[src/rtl/zombie_wave_ctrl_if.sv]
// Spawn handshake between the wave controller and the zombie object array.
// The controller (master) raises spawn_req with a stable spawn_point and holds
// both until the array (slave) answers with spawn_ack.
interface zombie_wave_ctrl_if;
    logic       spawn_req;
    logic [1:0] spawn_point;
    logic       spawn_ack;

    modport master (
        output spawn_req,
        output spawn_point,
        input  spawn_ack
    );

    modport slave (
        input  spawn_req,
        input  spawn_point,
        output spawn_ack
    );
endinterface

[src/rtl/zombie_wave_ctrl.sv]
// Zombie wave controller.
// Runs off the slowed game-tick pulse: spawns zombies one at a time through
// the spawn handshake, keeps the live-zombie count, and alternates between
// active waves and timed intermissions until the player dies.
// Optional build macro ZOMBIE_DIFFICULTY_RAMP_EN: when defined, the spawn
// interval shrinks by 2 ticks at every new wave, floored at MIN_INTERVAL.
module zombie_wave_ctrl #(
    parameter int MAX_ZOMBIES    = 8,
    parameter int WAVE_SIZE      = 10,
    parameter int SPAWN_INTERVAL = 30,
    parameter int MIN_INTERVAL   = 8,
    parameter int INTERMISSION   = 120
) (
    input  logic                      Clk,
    input  logic                      Reset_n,
    input  logic                      game_tick,
    input  logic                      start,
    input  logic                      player_dead,
    input  logic                      zombie_killed,
    zombie_wave_ctrl_if.master        spawn_if,
    output logic [3:0]                live_count,
    output logic [7:0]                wave_num,
    output logic [1:0]                state,
    output logic                      wave_done
);

    typedef enum logic [1:0] {
        S_IDLE   = 2'd0,
        S_ACTIVE = 2'd1,
        S_INTER  = 2'd2,
        S_OVER   = 2'd3
    } state_t;

    localparam logic [3:0] MAX_L   = 4'(MAX_ZOMBIES);
    localparam logic [7:0] WAVE_L  = 8'(WAVE_SIZE);
    localparam logic [7:0] SPAWN_L = 8'(SPAWN_INTERVAL);
    localparam logic [7:0] MIN_L   = 8'(MIN_INTERVAL);
    localparam logic [7:0] INTER_L = 8'(INTERMISSION);
    localparam logic [7:0] LFSR_SEED = 8'hA5;

`ifdef ZOMBIE_DIFFICULTY_RAMP_EN
    localparam logic [7:0] RAMP_STEP = 8'd2;
`else
    localparam logic [7:0] RAMP_STEP = 8'd0;
`endif

    state_t     cur, nxt;
    logic [7:0] timer;
    logic [7:0] spawned;
    logic [7:0] interval;
    logic [7:0] interval_nxt;
    logic [7:0] lfsr;
    logic [7:0] lfsr_nxt;
    logic       req_q;
    logic [1:0] pt_q;
    logic       wave_clear;

    // Per-cycle control strobes decoded from the current state.
    logic do_init;
    logic do_accept;
    logic do_issue;
    logic do_tick;
    logic do_complete;
    logic do_advance;
    logic do_drop;
    logic do_kill;

    // Wave is finished once every zombie has been spawned and all are dead.
    assign wave_clear = (spawned == WAVE_L) && (live_count == 4'd0);

    // Fibonacci LFSR, x^8+x^6+x^5+x^4+1, shifting left.
    assign lfsr_nxt = {lfsr[6:0], lfsr[7] ^ lfsr[5] ^ lfsr[4] ^ lfsr[3]};

    // Interval used for the next wave; a zero step keeps it constant.
    assign interval_nxt = (RAMP_STEP == 8'd0) ? interval :
                          ((interval >= MIN_L + RAMP_STEP) ? interval - RAMP_STEP : MIN_L);

    // State register.
    always_ff @(posedge Clk or negedge Reset_n) begin
        if (!Reset_n) cur <= S_IDLE;
        else          cur <= nxt;
    end

    // Next-state logic; a dying player beats wave completion and timer expiry.
    always_comb begin
        nxt = cur;
        case (cur)
            S_IDLE:   if (start) nxt = S_ACTIVE;
            S_ACTIVE: begin
                if (player_dead)     nxt = S_OVER;
                else if (wave_clear) nxt = S_INTER;
            end
            S_INTER: begin
                if (player_dead)                             nxt = S_OVER;
                else if (game_tick && (timer <= 8'd1))       nxt = S_ACTIVE;
            end
            S_OVER:   if (start) nxt = S_ACTIVE;
            default:  nxt = S_IDLE;
        endcase
    end

    // Control strobes: what the datapath does this cycle in the current state.
    always_comb begin
        do_init     = 1'b0;
        do_accept   = 1'b0;
        do_issue    = 1'b0;
        do_tick     = 1'b0;
        do_complete = 1'b0;
        do_advance  = 1'b0;
        case (cur)
            S_IDLE: do_init = start;
            S_ACTIVE: begin
                if (!player_dead) begin
                    if (wave_clear) begin
                        do_complete = 1'b1;
                    end else if (req_q && spawn_if.spawn_ack) begin
                        // Reload wins over a coincident tick.
                        do_accept = 1'b1;
                    end else begin
                        do_issue = !req_q && (timer == 8'd0) &&
                                   (spawned < WAVE_L) && (live_count < MAX_L);
                        do_tick  = game_tick && (timer != 8'd0);
                    end
                end
            end
            S_INTER: begin
                if (!player_dead && game_tick) begin
                    if (timer <= 8'd1) do_advance = 1'b1;
                    else               do_tick    = 1'b1;
                end
            end
            S_OVER: do_init = start;
            default: ;
        endcase
        do_drop = player_dead && ((cur == S_ACTIVE) || (cur == S_INTER));
        do_kill = zombie_killed && (cur != S_IDLE) && (live_count != 4'd0);
    end

    // Spawn timer, wave bookkeeping, handshake registers and LFSR.
    always_ff @(posedge Clk or negedge Reset_n) begin
        if (!Reset_n) begin
            timer     <= 8'd0;
            spawned   <= 8'd0;
            interval  <= SPAWN_L;
            lfsr      <= LFSR_SEED;
            req_q     <= 1'b0;
            pt_q      <= 2'd0;
            wave_num  <= 8'd0;
            wave_done <= 1'b0;
        end else begin
            wave_done <= do_complete;
            if (do_init) begin
                wave_num <= 8'd1;
                timer    <= SPAWN_L;
                interval <= SPAWN_L;
                spawned  <= 8'd0;
                req_q    <= 1'b0;
            end else begin
                // A dying player abandons the pending spawn without counting it.
                if (do_drop) req_q <= 1'b0;
                if (do_accept) begin
                    req_q   <= 1'b0;
                    spawned <= spawned + 8'd1;
                    timer   <= interval;
                    lfsr    <= lfsr_nxt;
                end
                if (do_issue) begin
                    req_q <= 1'b1;
                    pt_q  <= lfsr[1:0];
                end
                if (do_tick)     timer <= timer - 8'd1;
                if (do_complete) timer <= INTER_L;
                if (do_advance) begin
                    if (wave_num != 8'hFF) wave_num <= wave_num + 8'd1;
                    spawned  <= 8'd0;
                    timer    <= interval_nxt;
                    interval <= interval_nxt;
                end
            end
        end
    end

    // Live-zombie count; a simultaneous spawn and kill cancel out.
    always_ff @(posedge Clk or negedge Reset_n) begin
        if (!Reset_n) begin
            live_count <= 4'd0;
        end else if (do_init) begin
            live_count <= 4'd0;
        end else if (do_accept && !do_kill) begin
            live_count <= live_count + 4'd1;
        end else if (do_kill && !do_accept) begin
            live_count <= live_count - 4'd1;
        end
    end

    assign spawn_if.spawn_req   = req_q;
    assign spawn_if.spawn_point = pt_q;
    assign state                = cur;

endmodule

[src/flat_wrapper.sv]
// flat-port wrapper written by rule: the top's interface ports become plain ports
module zombie_wave_ctrl_flat 
#(
    parameter int MAX_ZOMBIES    = 8,
    parameter int WAVE_SIZE      = 10,
    parameter int SPAWN_INTERVAL = 30,
    parameter int MIN_INTERVAL   = 8,
    parameter int INTERMISSION   = 120
)
  (Clk, Reset_n, game_tick, start, player_dead, zombie_killed, live_count, wave_num, state, wave_done, spawn_if_spawn_req, spawn_if_spawn_point, spawn_if_spawn_ack);
  zombie_wave_ctrl_if spawn_if_i ();
  input  logic Clk;
  input  logic Reset_n;
  input  logic game_tick;
  input  logic start;
  input  logic player_dead;
  input  logic zombie_killed;
  output logic [3:0] live_count;
  output logic [7:0] wave_num;
  output logic [1:0] state;
  output logic wave_done;
  output wire logic [$bits(spawn_if_i.spawn_req)-1:0] spawn_if_spawn_req;
  output wire logic [$bits(spawn_if_i.spawn_point)-1:0] spawn_if_spawn_point;
  input wire logic [$bits(spawn_if_i.spawn_ack)-1:0] spawn_if_spawn_ack;
  assign spawn_if_spawn_req = spawn_if_i.spawn_req;
  assign spawn_if_spawn_point = spawn_if_i.spawn_point;
  assign spawn_if_i.spawn_ack = spawn_if_spawn_ack;
  zombie_wave_ctrl #(.MAX_ZOMBIES(MAX_ZOMBIES), .WAVE_SIZE(WAVE_SIZE), .SPAWN_INTERVAL(SPAWN_INTERVAL), .MIN_INTERVAL(MIN_INTERVAL), .INTERMISSION(INTERMISSION)) u_core (.Clk(Clk), .Reset_n(Reset_n), .game_tick(game_tick), .start(start), .player_dead(player_dead), .zombie_killed(zombie_killed), .spawn_if(spawn_if_i), .live_count(live_count), .wave_num(wave_num), .state(state), .wave_done(wave_done));
endmodule
[config.mk]
export PLATFORM = sky130hd
export DESIGN_NAME = zombie_wave_ctrl_flat
export DESIGN_NICKNAME = d
export VERILOG_FILES = /design/src/rtl/zombie_wave_ctrl_if.sv /design/src/rtl/zombie_wave_ctrl.sv /design/src/flat_wrapper.sv
export SDC_FILE = /design/constraint.sdc
export NUM_CORES = 1
export LEC_CHECK = 0
export ABC_AREA = 1
export BUFFER_PORTS_ARGS = -buffer_cell sky130_fd_sc_hd__buf_2
export CORE_ASPECT_RATIO = 1.75
export CORE_MARGIN = 8
export CORE_UTILIZATION = 64
export DETAILED_ROUTE_END_ITERATION = 10
export HOLD_SLACK_MARGIN = 0.06
export PLACE_DENSITY = 0.85
export SLEW_MARGIN = 20
export SYNTH_ARGS = -nofsm -noshare
export SYNTH_HDL_FRONTEND = slang
export SYNTH_SLANG_ARGS = --single-unit
[constraint.sdc]
create_clock -name Clk -period 6.1 [get_ports Clk]
set_input_delay 1.22 -clock Clk [delete_from_list [all_inputs] [get_ports Clk]]
set_output_delay 1.22 -clock Clk [all_outputs]
set_load 0.02 [all_outputs]
### Yosys cells after proc, flatten, opt, wreduce, memory -nomap -nowiden

Index checks and enable logic that the tools add are counted.

* $add $sub $neg: 5
* order comparisons: 3
* reductions and logical operators: 35
* mux-type cells: 45
* bitwise gates (word level): 4
* equal/unequal tests: 8

Operators by type and width (number)
* $mux W8: 11
* $mux W1: 24
* $add A8 B1 Y8 const B: 2
* $logic_and A1 B1 Y1: 13
* $mux W4: 3
* $mux W2: 5
* $eq A8 B4 Y1 const B: 1
* $le A8 B1 Y1 const B: 1
* $logic_not A8 Y1: 1
* $lt A8 B4 Y1 const B: 1
* $ne A8 B8 Y1 const B: 1
* $reduce_bool A4 Y1: 2
* $reduce_bool A8 Y1: 1
* $sub A8 B1 Y8 const B: 1
* $ne A3 B2 Y1 const B: 2
* $pmux W2 S3: 1
* $reduce_and A2 Y1: 3
* $reduce_bool A2 Y1: 3
* $reduce_bool A3 Y1: 2
* $reduce_bool A5 Y1: 1
* $add A4 B1 Y4 const B: 1
* $eq A2 B2 Y1 const B: 2
* $logic_not A1 Y1: 4
* $logic_not A4 Y1: 1
* other kinds (11): 13

* logic and storage cells: 109
* input port bits: 7
* register bits after elaboration: 42
* output and inout port bits: 18

### Longest topological paths before layout

Gate-level depths: netlist (run 1).

* word-level depth: 10
* depth in mapped cells: 15
* mapped depth without buffers: 15

### Least setup slack after synthesis (run 1)

OpenSTA, ideal clock, no wires.

* kind: input to register
* from: input port player_dead
* to: register u_core.live_count[3]
* buffers on the path: 0
* stages on the path: 13
* arrival: 2.757 ns
* setup time: 0.126 ns
* path slack: 3.217 ns
* data required time: 5.974 ns
* path through: inv_2 -> nand2_1 -> inv_1 -> nand3_4 -> inv_1 -> ha_1 -> inv_1 -> ha_1 -> nand2_1 -> nor2_1 -> a211oi_1 -> xnor2_1 -> o22ai_1

* cells in the longest elaborated chain, start to end: 5
* elaborated cells on any way between the ends: 8
* those cells by class: mux (4); reduce/logical (4)

RTL lines
* start, declared: RTL line flat_wrapper.sv:16 `input logic player_dead;`
* $mux W1 (*): RTL line zombie_wave_ctrl.sv:113 `if (!player_dead) begin`
* $mux W1 (*): RTL line zombie_wave_ctrl.sv:110 `case (cur)`
* $logic_and A1 B1 Y1 / $logic_not A1 Y1 (equally long branches): RTL line zombie_wave_ctrl.sv:189, zombie_wave_ctrl.sv:191
* $mux W4 / $logic_and A1 B1 Y1 (equally long branches): RTL line zombie_wave_ctrl.sv:189, zombie_wave_ctrl.sv:191
* $mux W4 / $reduce_bool A3 Y1 (equally long branches)
* end signal, assigned: RTL line zombie_wave_ctrl.sv:190 `live_count <= live_count + 4'd1;`
* end signal, assigned: RTL line zombie_wave_ctrl.sv:192 `live_count <= live_count - 4'd1;`
* end, declared: RTL line zombie_wave_ctrl.sv:21 `output logic [3:0] live_count,`

Every way passes the cells marked *; elsewhere a longest branch is shown, timed or not.
A chain may end at the register's enable or synchronous reset.

### Worst setup path after layout (run 1)

Same ends and word-level chain as after synthesis.

==> results by group, run 1 <==
Status
  • Status: finished clean

Route
  • Vias per cell: 5.393
  • Post-route ant nets: 0
  • Via count: 2071
  • Drt total wl: 5042 um
  • DR iter-0 viols: 96
  • DR WL/cell: 13.13 um
  • TritonRoute pass-1 iters: 4
  • DR DRC count: 0

Clock network
  • Clock Path Buffers: 2
  • Clk sinks: 42
  • CTS tree: done
  • Clock transition at path regs: 0.09 ns
  • Clock Latency Late Sink: 0.30 ns
  • CTS H-tree depth: 2
  • Setup Fix Bufs, Post-CTS: 0
  • Hold Buf Count CTS: 0
  • Root Buffer: clkbuf_8
  • Post-CTS Resized: 0
  • TritonCTS Buffers: 5

Worst setup path
  • Crit Path Max Fanout: 8
  • Data required, critical path: 6.28 ns
  • Crit path launch type: input pin
  • Crit. End Element: flop
  • Crit Path Class: input pin to flop
  • Crit path DAT: 3.04 ns

Synth
  • Syn_area_per_cell: 8.461 um^2
  • Dominant cells by area after synthesis: dfrtp_1 37%, nand2_1 7.9%, ha_1 6.3%
  • Post-Syn Nets: 328
  • Area leader, netlist: dfrtp_1
  • Post-synthesis cell area: 2597 um^2
  • Number of synthesized flops with an enable pin: 0
  • Synth warn: 0
  • Synthesized instance count: 307
  • Top cell type's share of synthesized area: 36.61%
  • Commonest cells in the netlist: 55 x nand2_1, 41 x inv_1, 38 x dfrtp_1, 27 x nor2_1
  • Most common cell in the netlist: nand2_1
  • Post-synth top flop: dfrtp_1
  • Library cells used by synthesis: 41
  • Synth async-reset ratio: 100.0%
  • Post-synthesis register bit count: 42
  • Register area share after synthesis: 40.66%

Placement
  • GPL Wtd Cong: 0.8726
  • Number of port buffers: 24
  • DP Area: 2751 um^2
  • HPWL after DPL: 4042 um

Timing
  • Rel. slew slack: 40.48%
  • Setup TNS: 0 ns
  • Final Cycle Share: 46.91%
  • Max Slew Vio Count: 0
  • Fin. Hold Viols: 0
  • Worst slew pin tran: 0.8928 ns
  • Tmin final: 2.861 ns
  • Max Fclk: 349.5 MHz
  • Setup Viol. Count Final: 0
  • RSZ-0062 raised after global routing: false
  • Skew final: 0.01240 ns

Floorplanning
  • Initial Util: 66.54%
  • Rows: 30
  • Die Span Y: 100.3 um
  • Num ports: 25
  • Placeable Area: 3904 um^2
  • Chip Width: 64.16 um
  • Die area: 6433 um^2

Layout
  • Layout cells sized above 1: 21.43%
  • Final Util: 72.92%
  • Total Nets Final: 356
  • Ant. Diodes: 0
  • Area Growth Syn to Fin: 9.586%
  • Final instance area: 2846 um^2

Power and ir drop
  • Leak pwr: 1.381 nW
  • Cell Pwr Density: 347.7 nW/um^2
  • Total design power: 989.6 uW
  • Maximum VDD drop: 0.2209 mV

Global route
  • Gr usage total: 16.72%
  • Vias in the first global route: 2119
  • Antenna violations before repair: 0
  • First-pass GRT wire length: 8880 um
  • Total congestion overflow: 0
  • Pin count of the biggest net entering global routing: 43

Flow run
  • Max-Cap Viols: 0

Hold path
  • Type of the worst min-delay path: flop to flop
==> area by class of cell <==
| type | count | area, um^2 |
|---|---|---|
| clock buffer | 6 | 82.58 |
| clock inverter | 2 | 12.51 |
| fill | 320 | 1057 |
| inverter | 47 | 183.9 |
| multi-input combinational | 215 | 1331 |
| sequential | 42 | 1056 |
| tap | 48 | 60.06 |
| timing repair buffer | 24 | 120.1 |
==> logic make-up (layout without fill, tap and decap cells) <==
kind of cell             count (synthesis)  in the layout  synth area share, %
AO/OA/AOI/OAI                           50             50                13.15
XOR/XNOR                                17             17                5.732
adder cells (fa/ha/maj)                 14             14                7.033
buffers and inverters                   50             79                8.092
flip-flops                              42             42                40.65
AND/OR/NAND/NOR                        134            134                25.34
==> where the power goes <==
group / switching, mW / total [mW] / internal, mW
Sequential: 0.0385 / 0.359 / 0.321
Combinational: 0.297 / 0.446 / 0.149
Clock: 0.0939 / 0.185 / 0.0910
==> worst paths after layout <==
path,to,slack (ns),depth (start not counted),startpoint
worst max register to register,u_core.live_count[3]$_DFFE_PN0P_,3.64,14,u_core.state[1]$_DFFE_PN0P_
worst min register to register,u_core.lfsr[5]$_DFFE_PN1P_,0.48,2,u_core.lfsr[5]$_DFFE_PN1P_
worst min-delay path,u_core.lfsr[5]$_DFFE_PN1P_,0.48,2,u_core.lfsr[5]$_DFFE_PN1P_
worst max-delay path,u_core.live_count[3]$_DFFE_PN0P_,3.24,14,player_dead
max in group asynchronous,u_core.state[0]$_DFFE_PN0P_,4.49,1,Reset_n
min in group asynchronous,u_core.spawned[6]$_DFFE_PN0P_,1.04,1,Reset_n
==> through the flow <==
step           worst slack (ns)  hold slack, ns  instances
2_1_floorplan             3.217          0.4578        307
3_3_place_gp              3.020          0.4712        376
3_5_place_dp              2.914          0.4795        376
4_1_cts                   3.242          0.4913        384
5_1_grt                   3.056          0.5119        384
6_report                  3.239          0.4829        384
==> flip-flops by register name (all words and copies together), names as in the netlist <==
| name | cells |
|---|---|
| u_core.spawned | 8 |
| u_core.spawn_if.spawn_req | 1 |
| u_core.timer | 8 |
| u_core.lfsr | 8 |
| u_core.wave_done | 1 |
| u_core.spawn_if.spawn_point | 2 |
| u_core.live_count | 4 |
| u_core.wave_num | 8 |
| u_core.state | 2 |
==> critical path, cell delays in order <==
cell and delay [ns]:
buf_2 0.10, inv_2 0.09, nand2_1 0.08, inv_1 0.13
nand3_4 0.13, inv_1 0.10, ha_1 0.22, inv_1 0.08
ha_1 0.32, nand2_1 0.09, nor2_1 0.04, a211oi_1 0.21
xnor2_1 0.15, o22ai_1 0.08
==> cells in the final DEF, fill, tap and decap left out, drive strengths merged <==
| cell | count |
|---|---|
| nor2 | 32 |
| dfstp | 4 |
| a21oi | 10 |
| o22ai | 7 |
| o21ai | 24 |
| nor4 | 1 |
| fa | 1 |
| o21bai | 1 |
| clkinv | 1 |
| nand3 | 21 |
| nand3b | 1 |
| o211ai | 1 |
| nand4 | 6 |
| a31oi | 1 |
| o2111ai | 1 |
| o21a | 1 |
| a211oi | 1 |
| dfrtp | 38 |
| nand2 | 68 |
| clkbuf | 6 |
| o31ai | 3 |
| inv | 47 |
| xnor2 | 7 |
| ha | 13 |
| buf | 24 |
| clkinvlp | 1 |
| xor2 | 10 |
| nor3 | 5 |
==> per-layer routing <==
layer	part of all wire, %	vias to the layer above	global-route usage, %
li1	-	1053	-
met1	40	972	16.78
met2	54	35	31.39
met3	4.0	11	4.353
met4	1.9	0	6.588
met5	0	-	0
Power figures use the tool's default switching activity.
==> run 2: changes to the inputs <==
Settings changed: CORE_UTILIZATION 64 to 59, PLACE_DENSITY 0.85 to 0.79.
Clock period 6.1 ns to 2.8 ns, I/O delays scaled along.
==> results by group, run 2 (same netlist as run 1, synthesis figures left out) <==
Placement
  • HPWL after DPL: 4110 um (was 4042 um)
  • Number of port buffers: 24 (unchanged)
  • GPL Wtd Cong: 0.8913 (was 0.8726)

Worst setup path
  • WP depth: 14 (unchanged)
  • Crit path launch type: flop (was input pin)
  • Data required, critical path: 2.99 ns (was 6.28 ns)
  • Crit path cell chain: inv_1 -> ha_1 -> nand2_1 -> inv_1 -> nand3_4 -> inv_1 -> ha_1 -> inv_1 -> ha_1 -> nand2_1 -> nor2_1 -> a211oi_1 -> xnor2_1 -> o22ai_1 (was buf_2 -> inv_2 -> nand2_1 -> inv_1 -> nand3_4 -> inv_1 -> ha_1 -> inv_1 -> ha_1 -> nand2_1 -> nor2_1 -> a211oi_1 -> xnor2_1 -> o22ai_1)
  • R2r setup slk: 0.30 ns (was 3.64 ns)
  • Crit path largest cell delay: 0.40 ns (was 0.32 ns)
  • CP max stage cell: dfrtp_1 (was ha_1)
  • Worst r2r src: u_core.state[1]$_DFFE_PN0P_ (unchanged)
  • FF-to-FF End: u_core.live_count[3]$_DFFE_PN0P_ (unchanged)
  • CP Launch Point: u_core.state[1]$_DFFE_PN0P_ (was player_dead)
  • Crit path DAT: 2.69 ns (was 3.04 ns)
  • Worst reg-to-reg path cell count: 14 (unchanged)
  • Crit Path Class: flop to flop (was input pin to flop)
  • Critical Path End: u_core.live_count[3]$_DFFE_PN0P_ (unchanged)
  • Crit Path Max Fanout: 8 (unchanged)
  • Crit. End Element: flop (unchanged)
  • WP buf/inv: 4 (was 5)
  • CP top delay family: adder cells (unchanged)
  • Worst path most repeated cell: inv_1 (unchanged)

Global route
  • Total congestion overflow: 0 (unchanged)
  • Vias in the first global route: 2126 (was 2119)
  • Layer with the highest usage: met2 (unchanged)
  • Met2 Use GR: 29.84% (was 31.39%)
  • Antenna violations before repair: 0 (unchanged)
  • Met3 usage: 4.099% (was 4.353%)
  • First-pass GRT wire length: 9225 um (was 8880 um)
  • GRT met1 Usage: 16.90% (was 16.78%)
  • Pin count of the biggest net entering global routing: 43 (unchanged)
  • Gr usage total: 16.76% (was 16.72%)

Route
  • Drt total wl: 5324 um (was 5042 um)
  • Via count: 2075 (was 2071)
  • Post-route ant nets: 0 (unchanged)
  • TritonRoute pass-1 iters: 4 (unchanged)
  • DR iter-0 viols: 91 (was 96)
  • Vias per cell: 5.348 (was 5.393)
  • DR DRC count: 0 (unchanged)
  • DR WL/cell: 13.72 um (was 13.13 um)

Layout
  • Commonest cells after routing, fill and taps aside: 55 x nand2_1, 41 x inv_1, 38 x dfrtp_1, 27 x nor2_1, 24 x buf_2 (unchanged)
  • Layout cells sized above 1: 21.66% (was 21.43%)
  • Final Util: 66.49% (was 72.92%)
  • Total Nets Final: 357 (was 356)
  • Area Growth Syn to Fin: 10.69% (was 9.586%)
  • Ant. Diodes: 0 (unchanged)
  • Most common cell after layout, fill and taps aside: nand2_1 (unchanged)

Clock network
  • Clock Path Buffers: 2 (unchanged)
  • Root Buffer: clkbuf_8 (unchanged)
  • Clk sinks: 42 (unchanged)
  • CTS H-tree depth: 2 (unchanged)
  • Clock transition at path regs: 0.09 ns (about the same)
  • Post-CTS Resized: 0 (unchanged)
  • Setup Fix Bufs, Post-CTS: 0 (unchanged)
  • Hold Buf Count CTS: 0 (unchanged)
  • Clock Latency Late Sink: 0.31 ns (was 0.30 ns)
  • TritonCTS Buffers: 5 (unchanged)
  • CTS tree: done (unchanged)

Floorplanning
  • Die Span Y: 103.8 um (was 100.3 um)
  • Chip Width: 66.16 um (was 64.16 um)
  • Rows: 32 (was 30)
  • Placeable Area: 4324 um^2 (was 3904 um^2)
  • Num ports: 25 (unchanged)
  • Die area: 6865 um^2 (was 6433 um^2)
  • Initial Util: 60.07% (was 66.54%)

Status
  • Status: finished clean (unchanged)

Hold path
  • Type of the worst min-delay path: input pin to async pin (was flop to flop)

Timing
  • Fin. Hold Viols: 0 (unchanged)
  • Skew final: 0.01228 ns (was 0.01240 ns)
  • Final Cycle Share: 89.24%
  • Max Fclk: 400.2 MHz
  • Worst slew pin tran: 0.9159 ns (was 0.8928 ns)
  • Setup TNS: 0 ns (unchanged)
  • Setup Viol. Count Final: 0 (unchanged)
  • Rel. slew slack: 38.94% (was 40.48%)
  • Tmin final: 2.499 ns
  • Max Slew Vio Count: 0 (unchanged)
  • RSZ-0062 raised after global routing: false (unchanged)

Flow run
  • Max-Cap Viols: 0 (unchanged)

Power and ir drop
  • Leak pwr: 1.397 nW (was 1.381 nW)
  • Cell Pwr Density: 792.1 nW/um^2 (was 347.7 nW/um^2)
  • Maximum VDD drop: 0.6204 mV (was 0.2209 mV)
-- run 2: worst min path at each step --
| stage | cells past startpoint | to | slack, ns | from |
|---|---|---|---|---|
| floorplan | 0 | u_core.lfsr[1]$_DFFE_PN0P_ | 0.26 | Reset_n |
| global placement | 2 | u_core.lfsr[5]$_DFFE_PN1P_ | 0.47 | u_core.lfsr[5]$_DFFE_PN1P_ |
| detailed placement | 2 | u_core.lfsr[5]$_DFFE_PN1P_ | 0.48 | u_core.lfsr[5]$_DFFE_PN1P_ |
| CTS | 1 | u_core.spawned[5]$_DFFE_PN0P_ | 0.41 | Reset_n |
| global route | 1 | u_core.spawned[7]$_DFFE_PN0P_ | 0.46 | Reset_n |
| finish | 1 | u_core.spawned[6]$_DFFE_PN0P_ | 0.38 | Reset_n |
-- run 2: report_power, final --
part	switching, mW	internal, mW	total (mW)
logic	0.665	0.333	0.998
registers	0.0854	0.698	0.784
clock network	0.228	0.267	0.495
-- run 2: final cells by class --
| class | count | area, um^2 |
|---|---|---|
| Tap cell | 51 | 63.81 |
| Timing Repair Buffer | 25 | 127.6 |
| Clock buffer | 5 | 68.82 |
| Inverter | 47 | 183.9 |
| Sequential cell | 42 | 1056 |
| Multi-Input combinational cell | 215 | 1331 |
| Clock inverter | 3 | 43.79 |
| Fill cell | 387 | 1449 |
-- run 2: through the flow --
| step | total power [mW] | hold slack [ns] | setup WS (ns) | std cells | area [um^2] |
|---|---|---|---|---|---|
| final | 2.277 | 0.3785 | 0.3012 | 388 | 2875 |
| after floorplan | 1.547 | 0.2644 | 0.4634 | 307 | 2597 |
| after detailed placement | 1.795 | 0.4803 | 0.2471 | 380 | 2763 |
| after global placement | 1.765 | 0.4741 | 0.3750 | 380 | 2763 |
| after CTS | 2.300 | 0.4107 | 0.3062 | 388 | 2875 |
| after global routing | 2.440 | 0.4612 | 0.08257 | 388 | 2875 |
-- run 2: per-layer routing --
layer | routed length (um) | up-vias
li1 | - | 1055
met1 | 2110 | 979
met2 | 2864 | 31
met3 | 228 | 10
met4 | 121 | 0
met5 | 0 | -
-- run 2: worst reg2reg max path: stages (launching register included) --
cell,delay (ns)
dfrtp_1,0.40
inv_1,0.12
ha_1,0.20
nand2_1,0.08
inv_1,0.13
nand3_4,0.13
inv_1,0.10
ha_1,0.22
inv_1,0.08
ha_1,0.32
nand2_1,0.08
nor2_1,0.04
a211oi_1,0.22
xnor2_1,0.17
o22ai_1,0.10
==> run 3: changes to the inputs <==
==> constraint.sdc (replaced) <==
create_clock -name Clk -period 2.8 [get_ports Clk]
set_input_delay 0.56 -clock Clk [delete_from_list [all_inputs] [get_ports Clk]]
set_output_delay 0.56 -clock Clk [all_outputs]
set_load 0.1 [all_outputs]
==> results by group, run 3 (same netlist as run 1, synthesis figures left out) <==
Placement
  • HPWL after DPL: 4173 um (was 4110 um)
  • GPL Wtd Cong: 0.9293 (was 0.8913)
  • Number of port buffers: 24 (unchanged)

Layout
  • Most common cell after layout, fill and taps aside: nand2_1 (unchanged)
  • Layout cells sized above 1: 22.49% (was 21.66%)
  • Area Growth Syn to Fin: 10.40% (was 10.69%)
  • Ant. Diodes: 0 (unchanged)
  • Commonest cells after routing, fill and taps aside: 55 x nand2_1, 41 x inv_1, 36 x dfrtp_1, 27 x nor2_1, 24 x buf_2 (was 55 x nand2_1, 41 x inv_1, 38 x dfrtp_1, 27 x nor2_1, 24 x buf_2)
  • Final Util: 66.32% (was 66.49%)
  • Total Nets Final: 358 (was 357)

Worst setup path
  • Crit path launch type: flop (unchanged)
  • Crit. End Element: flop (unchanged)
  • CP top delay family: adder cells (unchanged)
  • Crit Path Max Fanout: 8 (unchanged)
  • Crit path largest cell delay: 0.41 ns (was 0.40 ns)
  • Data required, critical path: 2.99 ns (about the same)
  • WP buf/inv: 4 (unchanged)
  • CP max stage cell: dfrtp_2 (was dfrtp_1)
  • Worst path most repeated cell: inv_1 (unchanged)
  • Crit Path Class: flop to flop (unchanged)
  • Crit path cell chain: inv_1 -> ha_1 -> nand2_1 -> inv_1 -> nand3_4 -> inv_1 -> ha_1 -> inv_1 -> ha_1 -> nand2_1 -> nor2_1 -> a211oi_1 -> xnor2_1 -> o22ai_1 (unchanged)
  • Crit path DAT: 2.77 ns (was 2.69 ns)

Clock network
  • CTS H-tree depth: 2 (unchanged)
  • Root Buffer: clkbuf_8 (unchanged)
  • CTS tree: done (unchanged)
  • Clock Path Buffers: 2 (unchanged)
  • Post-CTS Resized: 0 (unchanged)
  • Clock transition at path regs: 0.09 ns (about the same)
  • Setup Fix Bufs, Post-CTS: 0 (unchanged)
  • Hold Buf Count CTS: 0 (unchanged)
  • Clock Latency Late Sink: 0.30 ns (was 0.31 ns)
  • TritonCTS Buffers: 5 (unchanged)
  • Clk sinks: 42 (unchanged)

Route
  • DR WL/cell: 13.59 um (was 13.72 um)
  • DR DRC count: 0 (unchanged)
  • TritonRoute pass-1 iters: 4 (unchanged)
  • DR iter-0 viols: 86 (was 91)
  • Drt total wl: 5287 um (was 5324 um)
  • Vias per cell: 5.458 (was 5.348)
  • Via count: 2123 (was 2075)
  • Post-route ant nets: 0 (unchanged)

Floorplanning
  • Chip Width: 66.16 um (unchanged)
  • Num ports: 25 (unchanged)
  • Rows: 32 (unchanged)
  • Initial Util: 60.07% (unchanged)
  • Die Span Y: 103.8 um (unchanged)
  • Die area: 6865 um^2 (unchanged)
  • Placeable Area: 4324 um^2 (unchanged)

Power and ir drop
  • Leak pwr: 1.392 nW (was 1.397 nW)
  • Maximum VDD drop: 0.6312 mV (was 0.6204 mV)
  • Cell Pwr Density: 924.7 nW/um^2 (was 792.1 nW/um^2)

Global route
  • Vias in the first global route: 2182 (was 2126)
  • Met3 usage: 2.913% (was 4.099%)
  • Pin count of the biggest net entering global routing: 43 (unchanged)
  • Gr usage total: 16.50% (was 16.76%)
  • Met2 Use GR: 30.19% (was 29.84%)
  • Total congestion overflow: 0 (unchanged)
  • First-pass GRT wire length: 9287 um (was 9225 um)
  • Antenna violations before repair: 0 (unchanged)
  • GRT met1 Usage: 16.82% (was 16.90%)
  • Layer with the highest usage: met2 (unchanged)

Timing
  • Max Fclk: 387.4 MHz (was 400.2 MHz)
  • Final Cycle Share: 92.18% (was 89.24%)
  • Hold_ws: 0.3809 ns (was 0.3785 ns)
  • Skew final: 0.01254 ns (was 0.01228 ns)
  • Rel. slew slack: 39.62% (was 38.94%)
  • Worst slew pin tran: 0.9057 ns (was 0.9159 ns)
  • Max Slew Vio Count: 0 (unchanged)
  • Tmin final: 2.581 ns (was 2.499 ns)
  • RSZ-0062 raised after global routing: false (unchanged)
  • Setup Viol. Count Final: 0 (unchanged)
  • Setup TNS: 0 ns (unchanged)
  • Fin. Hold Viols: 0 (unchanged)

Flow run
  • Max-Cap Viols: 0 (unchanged)

Status
  • Status: finished clean (unchanged)

Hold path
  • Type of the worst min-delay path: input pin to async pin (unchanged)
## run 3: cell types whose count changed in the layout (fill, tap and decap cells not counted)
cell,delta
dfrtp_1,-2
dfrtp_2,+2
clkinv_2,-1
bufinv_16,-1
inv_6,+2
buf_4,+1
## run 3: report_power, final
| group | total, mW | switching (mW) | internal, mW |
|---|---|---|---|
| clock | 0.420 | 0.235 | 0.185 |
| sequential | 0.787 | 0.0864 | 0.701 |
| combinational | 1.44 | 1.11 | 0.335 |
## run 3: path summary, 6_finish.rpt
kind | end | slack, ns | from | cells past startpoint
setup reg to reg | u_core.live_count[3]$_DFFE_PN0P_ | 0.22 | u_core.state[1]$_DFFE_PN0P_ | 14
hold / removal | u_core.spawned[2]$_DFFE_PN0P_ | 0.38 | Reset_n | 1
min in group Clk | u_core.lfsr[5]$_DFFE_PN1P_ | 0.49 | u_core.lfsr[5]$_DFFE_PN1P_ | 2
max in group asynchronous | u_core.state[0]$_DFFE_PN0P_ | 1.79 | Reset_n | 1
hold reg to reg | u_core.lfsr[5]$_DFFE_PN1P_ | 0.49 | u_core.lfsr[5]$_DFFE_PN1P_ | 2
setup / recovery | u_core.live_count[3]$_DFFE_PN0P_ | 0.22 | u_core.state[1]$_DFFE_PN0P_ | 14
## run 3: layer usage
layer,wire (um),share of wire (%)
met5,0,0
met4,142,2.7
met3,199,3.8
met2,2926,55
met1,2019,38
## run 3: stage by stage
stage | setup slack (ns) | cell area [um^2] | total power [mW] | cells
after floorplan | 0.01563 | 2600 | 1.980 | 307
after global placement | 0.3762 | 2773 | 2.204 | 381
after detailed placement | 0.1858 | 2773 | 2.242 | 381
after CTS | 0.2527 | 2868 | 2.667 | 389
after global routing | 0.08044 | 2868 | 2.809 | 389
final | 0.2188 | 2868 | 2.652 | 389
## run 3: final cells by class
cell class,instances,area (um^2)
fill,380,1456
inverter,47,183.9
sequential,42,1059
clock inverter,3,26.28
timing repair buffer,26,135.1
multi-input combinational,215,1331
tap,51,63.81
clock buffer,5,68.82
